--- config.mk ---
export PLATFORM = sky130hd
export DESIGN_NAME = ddr_cmd_issuer
export DESIGN_NICKNAME = d
export VERILOG_FILES = /design/src/rtl/ddr_pkg.sv /design/src/rtl/bank_row_table.sv /design/src/rtl/ddr_cmd_issuer.sv
export SDC_FILE = /design/constraint.sdc
export NUM_CORES = 1
export LEC_CHECK = 0
export BUFFER_PORTS_ARGS = -buffer_cell sky130_fd_sc_hd__buf_2
export CORE_ASPECT_RATIO = 0.9
export CORE_MARGIN = 2
export CORE_UTILIZATION = 49
export DETAILED_ROUTE_END_ITERATION = 7
export GPL_TIMING_DRIVEN = 0
export PLACE_DENSITY_LB_ADDON = 0.2
export SYNTH_ARGS = -nofsm -noshare
export SYNTH_HDL_FRONTEND = slang
export SYNTH_SLANG_ARGS = --single-unit
--- constraint.sdc ---
create_clock -name CK_t -period 1.6 [get_ports CK_t]
set_clock_uncertainty 0.05 [all_clocks]
set_input_delay 0.32 -clock CK_t [delete_from_list [all_inputs] [get_ports CK_t]]
set_output_delay 0.32 -clock CK_t [all_outputs]
set_load 0.1 [all_outputs]
--- src/rtl/ddr_pkg.sv ---
// Shared types and constants for the DDR4 command issuer.
// Latency: n/a (declarations only).
// Backpressure: n/a.
package ddr_pkg;

    localparam int ROW_W = 15;
    localparam int COL_W = 10;

    // Command pin field order: {cs_n, act_n, RAS_n_A16, CAS_n_A15, WE_n_A14}.
    // ACT only fixes the first two pins; the rest carry row bits.
    localparam logic [1:0] CMD_ACT_PFX = 2'b00;
    localparam logic [4:0] CMD_WR      = 5'b01100;
    localparam logic [4:0] CMD_RD      = 5'b01101;
    localparam logic [4:0] CMD_PRE     = 5'b01010;
    localparam logic [4:0] CMD_NOP     = 5'b11111;

    typedef struct packed {
        logic             wr;
        logic [1:0]       bg;
        logic [1:0]       ba;
        logic [ROW_W-1:0] row;
        logic [COL_W-1:0] col;
    } ddr_req_t;

    // Everything that goes out on the command/address pins in one cycle.
    typedef struct packed {
        logic [4:0]       cmd;
        logic             a13;
        logic             a12;
        logic             a11;
        logic             a10;
        logic [COL_W-1:0] a9_0;
        logic [1:0]       bg;
        logic [1:0]       ba;
    } pin_bus_t;

    localparam pin_bus_t PINS_NOP = {CMD_NOP, 18'b0};

    typedef enum logic [2:0] {
        S_IDLE,
        S_ACT,
        S_WAIT_RCD,
        S_CAS,
        S_WAIT_GAP,
        S_PRE,
        S_WAIT_RP
    } state_e;

    // A timing value T is counted as the command cycle plus T-1 more.
    function automatic logic [3:0] cnt_init(input int unsigned t);
        return 4'(t - 1);
    endfunction

endpackage

--- src/rtl/bank_row_table.sv ---
// Open-row tracker: one open flag plus row per {bg, ba}; only built with DDR_OPEN_PAGE_EN.
// Latency: lookup is combinational; set/clear take effect on the next clk_i edge.
// Backpressure: none; set and clear are single-cycle strobes.
// Ports: clk_i/rst_ni, lookup (lk_idx_i, lk_row_i -> lk_open_o, lk_hit_o),
//        set (set_vld_i, set_idx_i, set_row_i), clear (clr_vld_i, clr_idx_i).
`ifdef DDR_OPEN_PAGE_EN
module bank_row_table
    import ddr_pkg::*;
(
    input  logic             clk_i,
    input  logic             rst_ni,
    input  logic [3:0]       lk_idx_i,
    input  logic [ROW_W-1:0] lk_row_i,
    output logic             lk_open_o,
    output logic             lk_hit_o,
    input  logic             set_vld_i,
    input  logic [3:0]       set_idx_i,
    input  logic [ROW_W-1:0] set_row_i,
    input  logic             clr_vld_i,
    input  logic [3:0]       clr_idx_i
);

    logic [15:0]      open_q;
    logic [ROW_W-1:0] row_q [16];

    always_ff @(posedge clk_i or negedge rst_ni) begin
        if (!rst_ni) begin
            open_q <= '0;
            for (int i = 0; i < 16; i++) begin
                row_q[i] <= '0;
            end
        end else begin
            if (set_vld_i) begin
                open_q[set_idx_i] <= 1'b1;
                row_q[set_idx_i]  <= set_row_i;
            end
            if (clr_vld_i) begin
                open_q[clr_idx_i] <= 1'b0;
            end
        end
    end

    assign lk_open_o = open_q[lk_idx_i];
    assign lk_hit_o  = open_q[lk_idx_i] && (row_q[lk_idx_i] == lk_row_i);

endmodule
`endif

--- src/rtl/ddr_cmd_issuer.sv ---
// DDR4 command issuer: turns one read/write request into ACT/RD/WR/PRE on registered pins.
// Latency: first command one cycle after accept; CAS T_RCD after ACT (or right away on an open-page hit).
// Backpressure: req_ready only in IDLE; one request in flight at a time.
// Ports: CK_t/reset_n; request (req_valid/req_ready, req_wr, req_bg, req_ba, req_row, req_col);
//        command/address pins; cas_done/cas_is_wr strobe for the data path.
// Optional: DDR_OPEN_PAGE_EN keeps rows open and tracks them in bank_row_table.
module ddr_cmd_issuer
    import ddr_pkg::*;
#(
    parameter int unsigned T_RCD     = 4,
    parameter int unsigned T_RP      = 4,
    parameter int unsigned T_CAS_GAP = 4
) (
    input  logic             CK_t,
    input  logic             reset_n,
    input  logic             req_valid,
    output logic             req_ready,
    input  logic             req_wr,
    input  logic [1:0]       req_bg,
    input  logic [1:0]       req_ba,
    input  logic [ROW_W-1:0] req_row,
    input  logic [COL_W-1:0] req_col,
    output logic             cs_n,
    output logic             act_n,
    output logic             RAS_n_A16,
    output logic             CAS_n_A15,
    output logic             WE_n_A14,
    output logic             A13,
    output logic             A12_BC_n,
    output logic             A11,
    output logic             A10_AP,
    output logic [COL_W-1:0] A9_A0,
    output logic [1:0]       bg_addr,
    output logic [1:0]       ba_addr,
    output logic             cas_done,
    output logic             cas_is_wr
);

`ifdef DDR_OPEN_PAGE_EN
    localparam logic AP_BIT = 1'b0;
`else
    localparam logic AP_BIT = 1'b1;
`endif

    state_e   state_q, state_d;
    logic [3:0] cnt_q, cnt_d;
    ddr_req_t req_q, req_d, req_in;
    pin_bus_t pins_q, pins_d;
    logic     ready_q;
    logic     cas_done_q, cas_wr_q;
    logic     accept;

    assign req_in = {req_wr, req_bg, req_ba, req_row, req_col};
    // ready_q is low for the first cycle after reset even though the FSM is idle.
    assign accept = req_valid && ready_q;
    assign req_d  = accept ? req_in : req_q;

`ifdef DDR_OPEN_PAGE_EN
    logic lk_open, lk_hit;

    bank_row_table u_tbl (
        .clk_i     (CK_t),
        .rst_ni    (reset_n),
        .lk_idx_i  ({req_bg, req_ba}),
        .lk_row_i  (req_row),
        .lk_open_o (lk_open),
        .lk_hit_o  (lk_hit),
        .set_vld_i (state_q == S_ACT),
        .set_idx_i ({req_q.bg, req_q.ba}),
        .set_row_i (req_q.row),
        .clr_vld_i (state_q == S_PRE),
        .clr_idx_i ({req_q.bg, req_q.ba})
    );
`endif

    // Next state. The counter is loaded as a command goes out, so the command
    // cycle itself is the first cycle of the interval that follows it.
    always_comb begin
        state_d = state_q;
        cnt_d   = (cnt_q == 4'd0) ? 4'd0 : cnt_q - 4'd1;
        unique case (state_q)
            S_IDLE: begin
                if (accept) begin
`ifdef DDR_OPEN_PAGE_EN
                    if (lk_hit) begin
                        state_d = S_CAS;
                        cnt_d   = cnt_init(T_CAS_GAP);
                    end else if (lk_open) begin
                        state_d = S_PRE;
                        cnt_d   = cnt_init(T_RP);
                    end else begin
                        state_d = S_ACT;
                        cnt_d   = cnt_init(T_RCD);
                    end
`else
                    state_d = S_ACT;
                    cnt_d   = cnt_init(T_RCD);
`endif
                end
            end
            S_ACT, S_WAIT_RCD: begin
                if (cnt_q == 4'd0) begin
                    state_d = S_CAS;
                    cnt_d   = cnt_init(T_CAS_GAP);
                end else begin
                    state_d = S_WAIT_RCD;
                end
            end
            S_CAS, S_WAIT_GAP: begin
                if (cnt_q == 4'd0) begin
`ifdef DDR_OPEN_PAGE_EN
                    state_d = S_IDLE;
                    cnt_d   = 4'd0;
`else
                    // Auto-precharge starts here; tRP is counted from this point.
                    state_d = S_WAIT_RP;
                    cnt_d   = cnt_init(T_RP);
`endif
                end else begin
                    state_d = S_WAIT_GAP;
                end
            end
            S_PRE, S_WAIT_RP: begin
                if (cnt_q == 4'd0) begin
`ifdef DDR_OPEN_PAGE_EN
                    // Only a page miss precharges; the request still needs its ACT.
                    state_d = S_ACT;
                    cnt_d   = cnt_init(T_RCD);
`else
                    state_d = S_IDLE;
`endif
                end else begin
                    state_d = S_WAIT_RP;
                end
            end
            default: begin
                state_d = S_IDLE;
                cnt_d   = 4'd0;
            end
        endcase
    end

    // Pin encode from the next state so that every pin leaves a flop.
    always_comb begin
        pins_d = PINS_NOP;
        unique case (state_d)
            S_ACT: begin
                pins_d.cmd  = {CMD_ACT_PFX, 2'b00, req_d.row[14]};
                pins_d.a13  = req_d.row[13];
                pins_d.a12  = req_d.row[12];
                pins_d.a11  = req_d.row[11];
                pins_d.a10  = req_d.row[10];
                pins_d.a9_0 = req_d.row[9:0];
                pins_d.bg   = req_d.bg;
                pins_d.ba   = req_d.ba;
            end
            S_CAS: begin
                pins_d.cmd  = req_d.wr ? CMD_WR : CMD_RD;
                pins_d.a12  = 1'b1;  // BL8 only, never burst-chop
                pins_d.a10  = AP_BIT;
                pins_d.a9_0 = req_d.col;
                pins_d.bg   = req_d.bg;
                pins_d.ba   = req_d.ba;
            end
            S_PRE: begin
                pins_d.cmd = CMD_PRE;
                pins_d.bg  = req_d.bg;
                pins_d.ba  = req_d.ba;
            end
            default: pins_d = PINS_NOP;
        endcase
    end

    always_ff @(posedge CK_t or negedge reset_n) begin
        if (!reset_n) begin
            state_q    <= S_IDLE;
            cnt_q      <= 4'd0;
            req_q      <= '0;
            pins_q     <= PINS_NOP;
            ready_q    <= 1'b0;
            cas_done_q <= 1'b0;
            cas_wr_q   <= 1'b0;
        end else begin
            state_q    <= state_d;
            cnt_q      <= cnt_d;
            req_q      <= req_d;
            pins_q     <= pins_d;
            ready_q    <= (state_d == S_IDLE);
            cas_done_q <= (state_d == S_CAS);
            cas_wr_q   <= (state_d == S_CAS) && req_d.wr;
        end
    end

    assign req_ready = ready_q;
    assign {cs_n, act_n, RAS_n_A16, CAS_n_A15, WE_n_A14} = pins_q.cmd;
    assign A13       = pins_q.a13;
    assign A12_BC_n  = pins_q.a12;
    assign A11       = pins_q.a11;
    assign A10_AP    = pins_q.a10;
    assign A9_A0     = pins_q.a9_0;
    assign bg_addr   = pins_q.bg;
    assign ba_addr   = pins_q.ba;
    assign cas_done  = cas_done_q;
    assign cas_is_wr = cas_wr_q;

endmodule

==> impl_metrics.toml <==
[synthesis]
syn-cell-area_um2 = 1977
dominantRegCellSynth = "sky130_fd_sc_hd__dfrtp_1"
syn_inst = 147
async_flop_share_pct = 100.0
synth_warnings = 0
synth_cell_types = 38
ys_seq_area_share_pct = 61.08
synth_edf_count = 0
synth-seq-cells = 48
syn-mean-instance-area_um2 = 13.45
syn_nets = 180

[cells_and_area]
number_of_antenna_diodes = 0
layout.area.seq_um2 = 1215
final_cell_count_no_fill = 265
finalNetCount = 251
area.growth.synth_to_final_pct = 26.90
layout-drive-gt1-share_pct = 45.66
layout.filler_cells = 313
multi_input_area_um2 = 630.6

[sta]
post-route-worst-setup-slack_ns = 0.05822
finalSetupTns_ns = 0
post-route-period-util_pct = 96.36
hold_ws_ns = 0.1491
timing.final.crit_period_ns = 1.542
maxClockFrequency_mhz = 648.6
worst-slew-pin-transition_ns = 1.020
slew_headroom_pct = 32.02
timing_max_transition_violations_final = 0
hold_violations = 0
final_setup_violations = 0

[routing]
wirelength_um = 3870
drt_iter0_markers = 54
wl_per_cell_um = 14.60
via_count = 1347
drtAntennaViolNets = 0
drt_drc_violations_left = 0
firstDrtPassIters = 4
vias_per_instance = 5.083

[placed_design]
routabilityCongestion = 0.7958
detailedPlace.worstSlack_ns = 0.001928
post-dp-hpwl_um = 2704
numPortBuffers = 58
dpl.cell_count = 251

[worst_setup_path]
path_class = "flop to flop"
crit_fanout = 8
worstSetupEndpointType = "flop"
worstPathArrival_ns = 1.71
cp_data_required_time_ns = 1.76
cp-start-kind = "flop"
critPathMaxStageDelay_ns = 0.45
worstPathBufferInverterCount = 2
chain_of_cells_forming_the_critical_path = "nor4_4 -> buf_6 -> buf_4 -> a21oi_1 -> a311o_1"
critical_path.top_delay_family = "flip-flops"
worst_path_max_delay_cell = "sky130_fd_sc_hd__dfrtp_2"

[outcome]
status = "finished clean"

[floorplan]
floorplan.initialDensity_pct = 52.25
die_width_um = 70.96
floorplan.io_pins = 59
std_cell_rows = 21
die_height_um = 64.26
core_region_area_um2 = 3784
dieArea_um2 = 4560

[power]
power.total_w = 0.005814
power.ir.vdd_worst_mv = 1.178
power-per-cell-area_nw_per_um2 = 2318
total_leakage_power_nw = 1.375

[cts]
insertion_delay_ns = 0.29
cts.reportedPaths.clkPinSlew_ns = 0.08
htree_num_levels = 2
clock_tree_from_tritoncts = "built"
cts_made_buffers = 5
clk_path_buf_depth = 2
cts.hold.buffers_added = 0
cts_root_buffer = "sky130_fd_sc_hd__clkbuf_8"
clock_sink_count = 48

[grt]
grt_pass1_wl_um = 6541
vias_in_the_first_global_route = 1368
grt.total_usage_pct = 18.80
grt_antenna_before_repair = 0
grt_max_degree = 49
grt_overflow = 0

[min_path]
hp-class = "input port to async pin"

[flow_run]
maxCapViolCount = 0
cells in the final DEF (no fill, tap or decap), drive strengths merged, types with 2 or more instances in the layout:
master    n
dfrtp    43
nor2      2
o2bb2ai  14
mux2i    15
nand2     6
inv      18
o211ai    2
buf      70
dfstp     5
clkbuf   10
and2      4
xor2      2
a21oi     6
a211o     2
worst register-to-register path: cells and delay by family (launching register included):
| family | cells | cell delay [ns] |
|---|---|---|
| buf+inv | 2 | 0.30 |
| compound gates | 2 | 0.38 |
| flops | 1 | 0.45 |
| simple gates | 1 | 0.30 |
cells by family after synthesis:
group                    after synthesis  synth area share (%)
AND/OR/NAND/NOR                       22                 8.607
AO/OA/AOI/OAI                         31                 12.79
flip-flops                            48                 61.08
XOR/XNOR                               2                 1.836
adder cells (fa/ha/maj)                1                0.5063
multiplexers                          16                 8.164
buffers and inverters                 27                 7.025
final cells by class:
class,count,share of cell area [%]
repair buffers,64,14.36
inverters,18,2.693
flip-flops and latches,48,48.43
multi-input cells,72,25.14
clock buffers,7,3.042
well taps,46,2.294
clock inverters,1,1.197
plain buffers,9,2.843
registers in the layout, summed over array words and instances (netlist names), 2 cells and up:
signal	count
ba_addr	2
bg_addr	2
A9_A0	10
state_q	3
req_q	15
cnt_q	4
path summary, 6_finish.rpt:
check	depth (start not counted)	startpoint	slack, ns	endpoint
worst max register to register	5	cnt_q[1]$_DFF_PN0_	0.06	WE_n_A14$_DFF_PN1_
min in group CK_t	2	req_row[3]	0.18	A9_A0[3]$_DFF_PN0_
worst min-delay path	1	reset_n	0.15	A13$_DFF_PN0_
worst min register to register	2	req_q[1]$_DFF_PN0_	0.44	req_q[1]$_DFF_PN0_
max in group asynchronous	1	reset_n	0.59	req_ready$_DFF_PN0_
worst max-delay path	5	cnt_q[1]$_DFF_PN0_	0.06	WE_n_A14$_DFF_PN1_
synth_stat cells, types with 2 or more instances:
cell type                    n  area (um2)
sky130_fd_sc_hd__o211ai_1    2       15.01
sky130_fd_sc_hd__o2bb2ai_1  14       122.6
sky130_fd_sc_hd__dfstp_2     5       131.4
sky130_fd_sc_hd__a21oi_1     6       30.03
sky130_fd_sc_hd__buf_6       4       45.04
sky130_fd_sc_hd__dfrtp_1    43        1076
sky130_fd_sc_hd__mux2i_1    15       150.1
sky130_fd_sc_hd__nand2_1     6       22.52
sky130_fd_sc_hd__and2_2      2       15.01
sky130_fd_sc_hd__and2_1      2       12.51
sky130_fd_sc_hd__nor2_1      2       7.510
sky130_fd_sc_hd__buf_2       3       15.01
sky130_fd_sc_hd__a211o_2     2       20.02
sky130_fd_sc_hd__inv_1      17       63.81
per-stage QoR:
| stage | util [%] | cell area, um2 |
|---|---|---|
| 2_1_floorplan | - | 1981 |
| 5_1_grt | 66.30 | 2509 |
| 6_report | 66.30 | 2509 |
| 3_3_place_gp | 61.54 | 2328 |
| 4_1_cts | 64.78 | 2451 |
| 3_5_place_dp | 61.54 | 2328 |
layer usage:
| metal | wire (um) | part of all wire (%) | up-vias | global-route usage [%] |
|---|---|---|---|---|
| li1 | - | - | 651 | - |
| met1 | 1787 | 46 | 643 | 25.60 |
| met2 | 1794 | 46 | 51 | 29.21 |
| met3 | 269 | 7.0 | 2 | 6.625 |
| met4 | 18 | 0.47 | 0 | 4.245 |
| met5 | 0 | 0 | - | 0 |
where the power goes:
group          total [W]  switching [W]  internal [W]
Combinational    0.00307        0.00222      0.000852
Sequential       0.00190       0.000205       0.00170
Clock           0.000840       0.000373      0.000468
Total            0.00581        0.00280       0.00302
what timing repair did:
item,in CTS,in global routing
setup buffers,1,5
pin swaps,1,1
setup endpoints to repair,9,15
resized for setup,4,4
endpoints found under the hold margin,0,0
No activity file was read; power rests on OpenSTA's default activity.
